--- src/rtl/uart_fifo.sv ---
// UART with baud generator, TX FIFO and optional receiver + RX FIFO, all in the clk domain.
// Define UART_FIFO_RX_EN to build the receiver path; otherwise the design is TX-only.

module uart_fifo_buf #(
    parameter int DATA_W  = 8,
    parameter int FIFO_AW = 4
) (
    input  logic              clk,
    input  logic              reset_n,
    input  logic              push,
    input  logic              pop,
    input  logic [DATA_W-1:0] wdata,
    output logic [DATA_W-1:0] head,
    output logic              full,
    output logic              empty
);
    localparam int DEPTH = 1 << FIFO_AW;

    logic [DATA_W-1:0]  mem [DEPTH];
    logic [FIFO_AW:0]   wr_ptr, rd_ptr;
    logic               push_ok, pop_ok;

    assign empty   = (wr_ptr == rd_ptr);
    assign full    = (wr_ptr[FIFO_AW] != rd_ptr[FIFO_AW]) &&
                     (wr_ptr[FIFO_AW-1:0] == rd_ptr[FIFO_AW-1:0]);
    assign pop_ok  = pop && !empty;
    // A pop on the same edge frees the slot, so a push while full still lands.
    assign push_ok = push && (!full || pop_ok);
    assign head    = mem[rd_ptr[FIFO_AW-1:0]];

    always_ff @(posedge clk or negedge reset_n) begin
        if (!reset_n) begin
            wr_ptr <= '0;
            rd_ptr <= '0;
        end else begin
            if (push_ok) wr_ptr <= wr_ptr + 1'b1;
            if (pop_ok)  rd_ptr <= rd_ptr + 1'b1;
        end
    end

    always_ff @(posedge clk) begin
        if (push_ok) mem[wr_ptr[FIFO_AW-1:0]] <= wdata;
    end
endmodule

module uart_fifo #(
    parameter int CLK_DIV   = 434,
    parameter int DATA_BITS = 8,
    parameter int STOP_BITS = 1,
    parameter int FIFO_AW   = 4
) (
    input  logic       clk,
    input  logic       reset_n,
    input  logic       addr,
    input  logic [7:0] wdata,
    input  logic       we,
    input  logic       re,
    output logic [7:0] rdata,
    input  logic       rx,
    output logic       tx
);
    localparam int CW = $clog2(CLK_DIV);
    localparam int BW = $clog2(DATA_BITS);
    localparam logic [CW-1:0] BIT_LAST = CW'(CLK_DIV - 1);
    localparam logic [BW-1:0] IDX_LAST = BW'(DATA_BITS - 1);

    typedef enum logic [1:0] {IDLE, START, DATA, STOP} state_t;

    logic                 tx_push, tx_load, tx_full, tx_empty, tx_idle;
    logic [DATA_BITS-1:0] tx_head, tx_sh;
    state_t               tx_state, tx_state_nxt;
    logic [CW-1:0]        tx_baud;
    logic [BW-1:0]        tx_idx;
    logic                 tx_stop_idx, tx_done, tx_bit_last, tx_stop_last, tx_d;

    logic                 rx_avail, rx_overrun, rx_frame_err;
    logic [DATA_BITS-1:0] rx_head;
    logic                 unused_in;

    assign tx_push = we && !addr;

    uart_fifo_buf #(.DATA_W(DATA_BITS), .FIFO_AW(FIFO_AW)) u_tx_fifo (
        .clk    (clk),
        .reset_n(reset_n),
        .push   (tx_push),
        .pop    (tx_load),
        .wdata  (wdata[DATA_BITS-1:0]),
        .head   (tx_head),
        .full   (tx_full),
        .empty  (tx_empty)
    );

    assign tx_done      = (tx_baud == '0);
    assign tx_bit_last  = (tx_idx == IDX_LAST);
    assign tx_stop_last = (STOP_BITS == 1) ? 1'b1 : tx_stop_idx;
    assign tx_idle      = tx_empty && (tx_state == IDLE);

    // tx is registered so reset and state changes never glitch the line.
    always_ff @(posedge clk or negedge reset_n) begin
        if (!reset_n) begin
            tx_state <= IDLE;
            tx       <= 1'b1;
        end else begin
            tx_state <= tx_state_nxt;
            tx       <= tx_d;
        end
    end

    always_comb begin
        tx_state_nxt = tx_state;
        case (tx_state)
            IDLE:  if (!tx_empty) tx_state_nxt = START;
            START: if (tx_done) tx_state_nxt = DATA;
            DATA:  if (tx_done && tx_bit_last) tx_state_nxt = STOP;
            STOP:  if (tx_done && tx_stop_last) tx_state_nxt = tx_empty ? IDLE : START;
            default: tx_state_nxt = IDLE;
        endcase
    end

    always_comb begin
        tx_load = 1'b0;
        tx_d    = tx;
        case (tx_state)
            IDLE:  if (!tx_empty) begin
                       tx_load = 1'b1;
                       tx_d    = 1'b0;
                   end
            START: if (tx_done) tx_d = tx_sh[0];
            DATA:  if (tx_done) tx_d = tx_bit_last ? 1'b1 : tx_sh[1];
            STOP:  if (tx_done && tx_stop_last && !tx_empty) begin
                       tx_load = 1'b1;
                       tx_d    = 1'b0;
                   end
            default: tx_d = 1'b1;
        endcase
    end

    // Baud counter sits at full reload in IDLE so START always gets a whole bit.
    always_ff @(posedge clk or negedge reset_n) begin
        if (!reset_n) begin
            tx_baud     <= '0;
            tx_idx      <= '0;
            tx_stop_idx <= 1'b0;
        end else begin
            if (tx_state == IDLE || tx_done) tx_baud <= BIT_LAST;
            else                              tx_baud <= tx_baud - 1'b1;
            if (tx_state == START)               tx_idx <= '0;
            else if (tx_state == DATA && tx_done) tx_idx <= tx_idx + 1'b1;
            if (tx_state != STOP)  tx_stop_idx <= 1'b0;
            else if (tx_done)      tx_stop_idx <= ~tx_stop_idx;
        end
    end

    always_ff @(posedge clk) begin
        if (tx_load)                          tx_sh <= tx_head;
        else if (tx_state == DATA && tx_done) tx_sh <= tx_sh >> 1;
    end

`ifdef UART_FIFO_RX_EN
    localparam logic [CW-1:0] HALF_LAST = CW'(CLK_DIV / 2 - 1);

    logic                 rx_s1, rx_s2, rx_s3, rx_fall;
    state_t               rx_state, rx_state_nxt;
    logic [CW-1:0]        rx_baud;
    logic [BW-1:0]        rx_idx;
    logic [DATA_BITS-1:0] rx_sh;
    logic                 rx_done, rx_push, rx_pop, rx_full, rx_empty;
    logic                 rx_ovr_set, rx_ferr_set, rx_shift, status_rd;

    assign unused_in = ^wdata;

    always_ff @(posedge clk or negedge reset_n) begin
        if (!reset_n) begin
            rx_s1 <= 1'b1;
            rx_s2 <= 1'b1;
            rx_s3 <= 1'b1;
        end else begin
            rx_s1 <= rx;
            rx_s2 <= rx_s1;
            rx_s3 <= rx_s2;
        end
    end

    // A start needs a high-to-low edge, so after a framing error the line must rise first.
    assign rx_fall   = rx_s3 && !rx_s2;
    assign rx_done   = (rx_baud == '0);
    assign rx_pop    = re && !addr && !rx_empty;
    assign status_rd = re && addr;

    always_ff @(posedge clk or negedge reset_n) begin
        if (!reset_n) rx_state <= IDLE;
        else          rx_state <= rx_state_nxt;
    end

    always_comb begin
        rx_state_nxt = rx_state;
        case (rx_state)
            IDLE:  if (rx_fall) rx_state_nxt = START;
            START: if (rx_done) rx_state_nxt = rx_s2 ? IDLE : DATA;
            DATA:  if (rx_done && rx_idx == IDX_LAST) rx_state_nxt = STOP;
            STOP:  if (rx_done) rx_state_nxt = IDLE;
            default: rx_state_nxt = IDLE;
        endcase
    end

    always_comb begin
        rx_shift    = (rx_state == DATA) && rx_done;
        rx_push     = (rx_state == STOP) && rx_done && rx_s2;
        rx_ferr_set = (rx_state == STOP) && rx_done && !rx_s2;
        rx_ovr_set  = rx_push && rx_full && !rx_pop;
    end

    always_ff @(posedge clk or negedge reset_n) begin
        if (!reset_n) begin
            rx_baud      <= '0;
            rx_idx       <= '0;
            rx_overrun   <= 1'b0;
            rx_frame_err <= 1'b0;
        end else begin
            if (rx_state == IDLE) rx_baud <= HALF_LAST;
            else if (rx_done)     rx_baud <= BIT_LAST;
            else                  rx_baud <= rx_baud - 1'b1;
            if (rx_state == START) rx_idx <= '0;
            else if (rx_shift)     rx_idx <= rx_idx + 1'b1;
            if (rx_ovr_set)      rx_overrun <= 1'b1;
            else if (status_rd)  rx_overrun <= 1'b0;
            if (rx_ferr_set)     rx_frame_err <= 1'b1;
            else if (status_rd)  rx_frame_err <= 1'b0;
        end
    end

    always_ff @(posedge clk) begin
        if (rx_shift) rx_sh <= {rx_s2, rx_sh[DATA_BITS-1:1]};
    end

    uart_fifo_buf #(.DATA_W(DATA_BITS), .FIFO_AW(FIFO_AW)) u_rx_fifo (
        .clk    (clk),
        .reset_n(reset_n),
        .push   (rx_push),
        .pop    (rx_pop),
        .wdata  (rx_sh),
        .head   (rx_head),
        .full   (rx_full),
        .empty  (rx_empty)
    );

    assign rx_avail = !rx_empty;
`else
    assign unused_in    = ^{rx, re, wdata};
    assign rx_avail     = 1'b0;
    assign rx_overrun   = 1'b0;
    assign rx_frame_err = 1'b0;
    assign rx_head      = '0;
`endif

    always_comb begin
        rdata = '0;
        if (addr)          rdata[4:0] = {rx_frame_err, rx_overrun, rx_avail, tx_idle, tx_full};
        else if (rx_avail) rdata[DATA_BITS-1:0] = rx_head;
    end
endmodule

--- config.mk ---
export PLATFORM = sky130hd
export DESIGN_NAME = uart_fifo
export DESIGN_NICKNAME = d
export VERILOG_FILES = /design/src/rtl/uart_fifo.sv
export SDC_FILE = /design/constraint.sdc
export NUM_CORES = 1
export LEC_CHECK = 0
export CORE_MARGIN = 2
export CORE_UTILIZATION = 55
export DETAILED_ROUTE_END_ITERATION = 7
export PLACE_DENSITY_LB_ADDON = 0.12
export SYNTH_ARGS = -nofsm -noshare
export SYNTH_HDL_FRONTEND = slang
export SYNTH_SLANG_ARGS = --single-unit
--- constraint.sdc ---
create_clock -name clk -period 2.76 [get_ports clk]
set_clock_uncertainty 0.2 [all_clocks]
set_input_delay 0.552 -clock clk [delete_from_list [all_inputs] [get_ports clk]]
set_output_delay 0.552 -clock clk [all_outputs]
set_load 0.05 [all_outputs]
## After elaboration in Yosys (flattened, before gate mapping)

Memory sizes are Yosys's and may differ from the RTL's.
Index checks and enable logic that the tools add are counted.

| storage, ports and cells | value |
|---|---|
| register bits | 33 |
| RAM bits | 128 |
| output and inout bits | 9 |
| memories kept | 1 |

| cells by class | value |
|---|---|
| $add $sub $neg | 4 |
| eq/ne operators | 13 |
| multiplexer cells | 23 |
| reduce and logical (&&, ||, !) cells | 19 |

Memory list:

| name | words | bits a word | rd ports | clocked after memory_dff | write ports | RTL line | RTL |
|---|---|---|---|---|---|---|---|
| u_tx_fifo.mem | 16 | 8 | 1 | 0 | 1 | 19 | `logic [DATA_W-1:0] mem [DEPTH];` |

Operator list:

| operator | count |
|---|---|
| $mux W8 | 2 |
| $ne A2 B2 Y1 const B | 6 |
| $add A5 B1 Y5 const B | 2 |
| $mux W1 | 10 |
| $mux W2 | 5 |
| $logic_not A9 Y1 | 1 |
| $mux W9 | 1 |
| $sub A9 B1 Y9 const B | 1 |
| $logic_and A1 B1 Y1 | 8 |
| $pmux W2 S4 | 1 |
| $reduce_and A4 Y1 | 2 |
| $mux W3 | 2 |
| $eq A5 B5 Y1 | 1 |
| $eq A2 B2 Y1 const B | 2 |
| $eq A4 B4 Y1 | 1 |
| $pmux W1 S4 | 1 |
| $reduce_bool A2 Y1 | 2 |
| $add A3 B1 Y3 const B | 1 |
| $eq A3 B3 Y1 const B | 1 |
| $logic_not A1 Y1 | 3 |
| $eq A2 B1 Y1 const B | 1 |
| $logic_not A2 Y1 | 1 |
| $logic_or A1 B1 Y1 | 2 |
| $pmux W1 S2 | 1 |
| $ne A1 B1 Y1 | 1 |

## Logic depth before layout (Yosys ltp)

| logic depth | value |
|---|---|
| depth after elaboration | 10 |
| mapped depth | 8 |

## Cells and area by module

From an unflattened synthesis, not the netlist that was laid out.

| second synthesis, totals | value |
|---|---|
| cell total of the unflattened synthesis | 382 |
| area total of the unflattened synthesis | 6,809.0 µm² |

By module, submodules not included:

| module | times used | cells an instance | area an instance (µm²) | sequential area each (µm²) |
|---|---|---|---|---|
| uart_fifo_buf | 1 | 269 | 5,527.8 | 4,093.9 |
| uart_fifo | 1 | 113 | 1,281.2 | 616.8 |

## Least setup slack after synthesis

No wires, ideal clock.

| timing | value |
|---|---|
| path type | reg2reg |
| start point | register tx_baud[0] |
| end point | memory u_tx_fifo.mem[12][0], enable pin |
| library setup time | 0.331 ns |
| data arrival time | 2.286 ns |
| required time | 2.229 ns |
| slack | -0.057 ns |
| stages on the path, launching flop included | 8 |
| buffers on the path | 1 |
| period minus slack after synthesis | 2.817 ns |
| cells stage by stage | dfrtp_1 inv_1 ha_1 or4b_1 o32a_1 a311oi_2 buf_2 and4_1 |

| on the way | value |
|---|---|
| longest elaborated chain between the ends | 9 |

RTL lines:

| element | RTL line | RTL |
|---|---|---|
| from (decl) | 72 | `logic [CW-1:0] tx_baud;` |
| from (signal assigned) | 146 | `else tx_baud <= tx_baud - 1'b1;` |
| $logic_not A9 Y1 | 93 | `assign tx_done = (tx_baud == '0);` |
| $logic_and A1 B1 Y1 | 130 | `STOP: if (tx_done && tx_stop_last && !tx_empty) begin` |
| $mux W1 | 130 |  |
| $pmux W1 S2 | 123 | `case (tx_state)` |
| $logic_and A1 B1 Y1 | 26 | `assign pop_ok = pop && !empty;` |
| $logic_or A1 B1 Y1 | 28 | `assign push_ok = push && (!full \|\| pop_ok);` |
| $logic_and A1 B1 Y1 | 28 |  |
| $mux W1 | 42 | `if (push_ok) mem[wr_ptr[FIFO_AW-1:0]] <= wdata;` |
| $mux W1 (implied by the code) | 42 |  |
| to (decl) | 19 |  |

No other way between the ends.

## Worst setup path in the final report

| timing | value |
|---|---|
| start point | register tx_baud[1] |
| end point | memory u_tx_fifo.mem[15][3], enable pin |

Same word-level chain as after synthesis.

==> impl_metrics.toml <==
[sta]
slew_headroom = 0.520
worst_slew_pin_slew_ps = 718
max_freq_mhz = 357
rsz0062_at_grt = "yes"
fin_ws_ps = -42.0
setup_viol = 33
finalHoldWorstSlack_ps = 285
period_needed_ps = 2800
finalHoldViolCount = 0
maxSlewViolCount = 0
final.period_utilization = 1.02

[route]
first_iter_violations = 354
drt_pass1_iterations = 4
detail_route.wl_per_cell_um = 21.6
drt.antenna.violating_nets = 0
num_vias = 3498
route.detailed.vias_per_inst = 5.87
drt-total-wl_um = 12900
drc_errors = 0

[job]
number_of_violations_of_the_max_capacitance_limit = 0

[final_layout]
drive_above_1_share = 0.287
multiInputGateArea_um2 = 1930
syn_to_final_growth_pct = 19.7
ant_cells = 0
ff_latch_area_um2 = 4710
fill_cells = 828
postLayoutCoreUtil = 0.671
finish.net_count = 464

[global_routing]
grt_first_pass_wirelength_um = 20100
grt_antenna_before_repair = 0
grt_max_degree = 26
gr-usage-all-layers = 0.218
grt_pass1_vias = 3580
grt-ovfl-total = 0

[worst_hold_path]
worst_hold_launch = "u_tx_fifo.rd_ptr[4]$_DFFE_PN0P_"
min_path_cells = 1
worst_hold_path_type = "reg -> reg"
worst_hold_path.endpoint = "u_tx_fifo.rd_ptr[4]$_DFFE_PN0P_"

[setup_path]
rr_endpoint = "u_tx_fifo.mem[15][3]$_DFFE_PP_"
timing.reg2reg.setup_slack_ps = -40
critical_path.most_common_cell = "buf_6"
worst_path_largest_cell_delay_ps = 450
worstPathArrival_ps = 2740
critical_path.n_buffers_inverters = 3
worstSetupPathType = "reg -> reg"
startpoint_type = "register"
type_of_destination_of_the_critical_path = "register"
critPathRequiredTime_ps = 2700
path_cells = "inv_2, ha_4, or4b_4, o32a_1, a311oi_4, buf_6, and4_4, buf_6"
critical_path.startpoint = "tx_baud[1]$_DFF_PN0_"
worst_r2r_startpoint = "tx_baud[1]$_DFF_PN0_"
crit_slowest_cell = "or4b_4"
r2r_cells = 8
critical-path-top-delay-family = "compound AO/OA/AOI/OAI gates"
critical_path_peak_fanout = 5

[floorplanning]
die_area_um2 = 13000
core_area_um2 = 11900
io-pin-count = 23
die_h_um = 114
dieWidth_um = 114
placementRows = 40
start_util = 0.560

[pwr]
internal-power_mw = 5.80
p_per_area_nw_per_um2 = 1040
power.switching_fraction = 0.301
switchingPower_mw = 2.50
clkPwrFrac = 0.305
share_comb_of_total_power = 0.319
ir_drop_v = 0.000539
seq_power_share = 0.376
static-leakage-power_nw = 2.82

[cts]
cts_htree_levels = 4
clkSinkCount = 161
clk_path_buf_depth = 2
clock_insertion_delay_worst_skew_ps = 420
clock_tree.root_cell = "clkbuf_16"
clock_pin_slew_on_the_worst_setup_and_hold_paths_ps = 60
cts_buffers = 17
cts_tree = "yes"

[placement]
routability_congestion_estimate = 0.733
buffer_ports.inserted = 14
hpwlAfterDp_um = 8300

[synth]
number_of_cells_produced_by_synthesis = 384
ys_ff_latch = 161
yosysUniqueCellTypes = 43
async_set_or_reset_register_ratio_after_synthesis = 0.155
post_synth.cell_area_avg_um2 = 17.4
synth_edf_count = 136
leading_area_contributor_after_synthesis = "edfxtp_1"
postSynth.topFlopCell = "edfxtp_1"
synthDominantCellAreaShare = 0.612
post_synth_instance_area_um2 = 6680
number_of_synthesis_warnings = 0
synthTopCellsByArea = "edfxtp_1, mux4_2, dfrtp_1"
synth.yosys.seq_area_share = 0.706

[run_status]
run_status = "finished, violations left"
violations = "setup timing"
==> kinds of logic after synthesis <==
group,count (synthesis),synth area share
and+or+nand+nor,77,0.0607
buffers and inverters,35,0.0242
AOI/OAI and AO/OA,39,0.0405
DFF,161,0.706
muxes,36,0.115
xor gates and xnor gates,21,0.0276
other,1,0.000562
adders and majority gates,14,0.0262
==> layout make-up <==
class                   instances  share of cell area
repair buffers                 51              0.0603
well taps                     147              0.0230
clock inverters                14              0.0263
inverters                      12             0.00564
flip-flops and latches        161               0.590
multi-input cells             193               0.241
clock buffers                  18              0.0537
==> Yosys cell counts, types with 2 or more instances <==
cell	number
nand2b_1	2
inv_1	12
nor2_1	14
a211oi_1	2
nand3_1	4
o31ai_1	7
nor2b_1	3
nor3b_1	2
xor2_1	6
edfxtp_1	136
o21ai_0	3
nand4_1	2
dfrtp_1	24
mux4_2	32
nand2_1	21
and3_1	14
a21oi_1	4
or3_1	2
clkbuf_1	10
ha_1	14
nor3_1	3
buf_4	6
mux2_2	3
buf_2	6
xnor2_1	15
o22ai_1	15
nor4_1	2
and4_1	5
==> per-layer routing <==
metal,vias up,track usage,share of wire
met2,68,0.352,0.51
met5,-,0,0
met4,0,0.0772,0.015
li1,1609,-,-
met1,1803,0.301,0.44
met3,18,0.0445,0.033
==> layout by cell type (no fill, tap or decap), drive strengths merged, types with 2 or more instances in the layout <==
cell type and count:
nor4 2, mux4 32, dfrtp 24, or3 2, o31ai 7, nor2b 3
a21oi 4, bufinv 5, clkdlybuf4s50 12, nand3 4, nor2 14, conb 6
nand4 2, and3 14, nor3 3, nand2b 2, mux2 3, o21ai 3
nor3b 2, and4 5, buf 39, clkinv 6, o22ai 15, inv 14
edfxtp 136, a211oi 2, clkbuf 18, xor2 6, nand2 21, xnor2 15
ha 14
==> stage by stage <==
| step | instance area [um^2] | setup slack, ps | cells | power (mW) | TNS [ps] |
|---|---|---|---|---|---|
| global placement | 7170 | -86.5 | 554 | 5.60 | -5410 |
| floorplan | 6710 | -8.58 | 389 | 4.84 | -137 |
| global route | 7990 | -134 | 596 | 8.68 | -11920 |
| CTS | 7980 | -46.6 | 595 | 8.31 | -2170 |
| finish | 7990 | -42.0 | 596 | 8.29 | -657 |
| detailed placement | 7170 | -123 | 554 | 5.65 | -10840 |
==> sequential cells by signal (all words and copies together) (netlist names) <==
register,flops
u_tx_fifo.mem,128
tx_baud,9
tx_sh,8
u_tx_fifo.rd_ptr,5
u_tx_fifo.wr_ptr,5
tx_idx,3
tx_state,2
tx,1
==> power by group through the flow <==
| stage | Combinational [mW] | Sequential (mW) | Clock (mW) |
|---|---|---|---|
| after floorplan | 1.71 | 3.13 | 0 |
| after global placement | 2.45 | 3.15 | 0 |
| after detailed placement | 2.49 | 3.16 | 0 |
| after CTS | 2.64 | 3.12 | 2.55 |
| after global routing | 2.89 | 3.14 | 2.65 |
| final | 2.65 | 3.12 | 2.53 |
==> worst register-to-register path: stages, from the launching register on <==
cell and delay [ps]:
dfrtp_1 390, inv_2 80, ha_4 130, or4b_4 450, o32a_1 340, a311oi_4 390, buf_6 190, and4_4 230
buf_6 130
==> worst max-delay path by stage <==
stage                                                 to  slack, ps  cells past startpoint
after CTS                 u_tx_fifo.mem[15][3]$_DFFE_PP_        -50                      8
final                     u_tx_fifo.mem[15][3]$_DFFE_PP_        -40                      8
after global routing      u_tx_fifo.mem[15][3]$_DFFE_PP_       -130                      8
after detailed placement  u_tx_fifo.mem[14][3]$_DFFE_PP_       -120                      7
after floorplan           u_tx_fifo.mem[13][0]$_DFFE_PP_         -9                      7
after global placement    u_tx_fifo.mem[13][4]$_DFFE_PP_        -90                      7
==> repair_timing <==
action                     in CTS  in global routing
gates resized for setup        28                  2
cloned                          2                  0
hold endpoints to repair        0                  0
hold buffers                    0                  0
setup endpoints to repair     129                132
buffers inserted                7                  1
pin swaps                       8                  1
(Power assumes the default switching activity.)
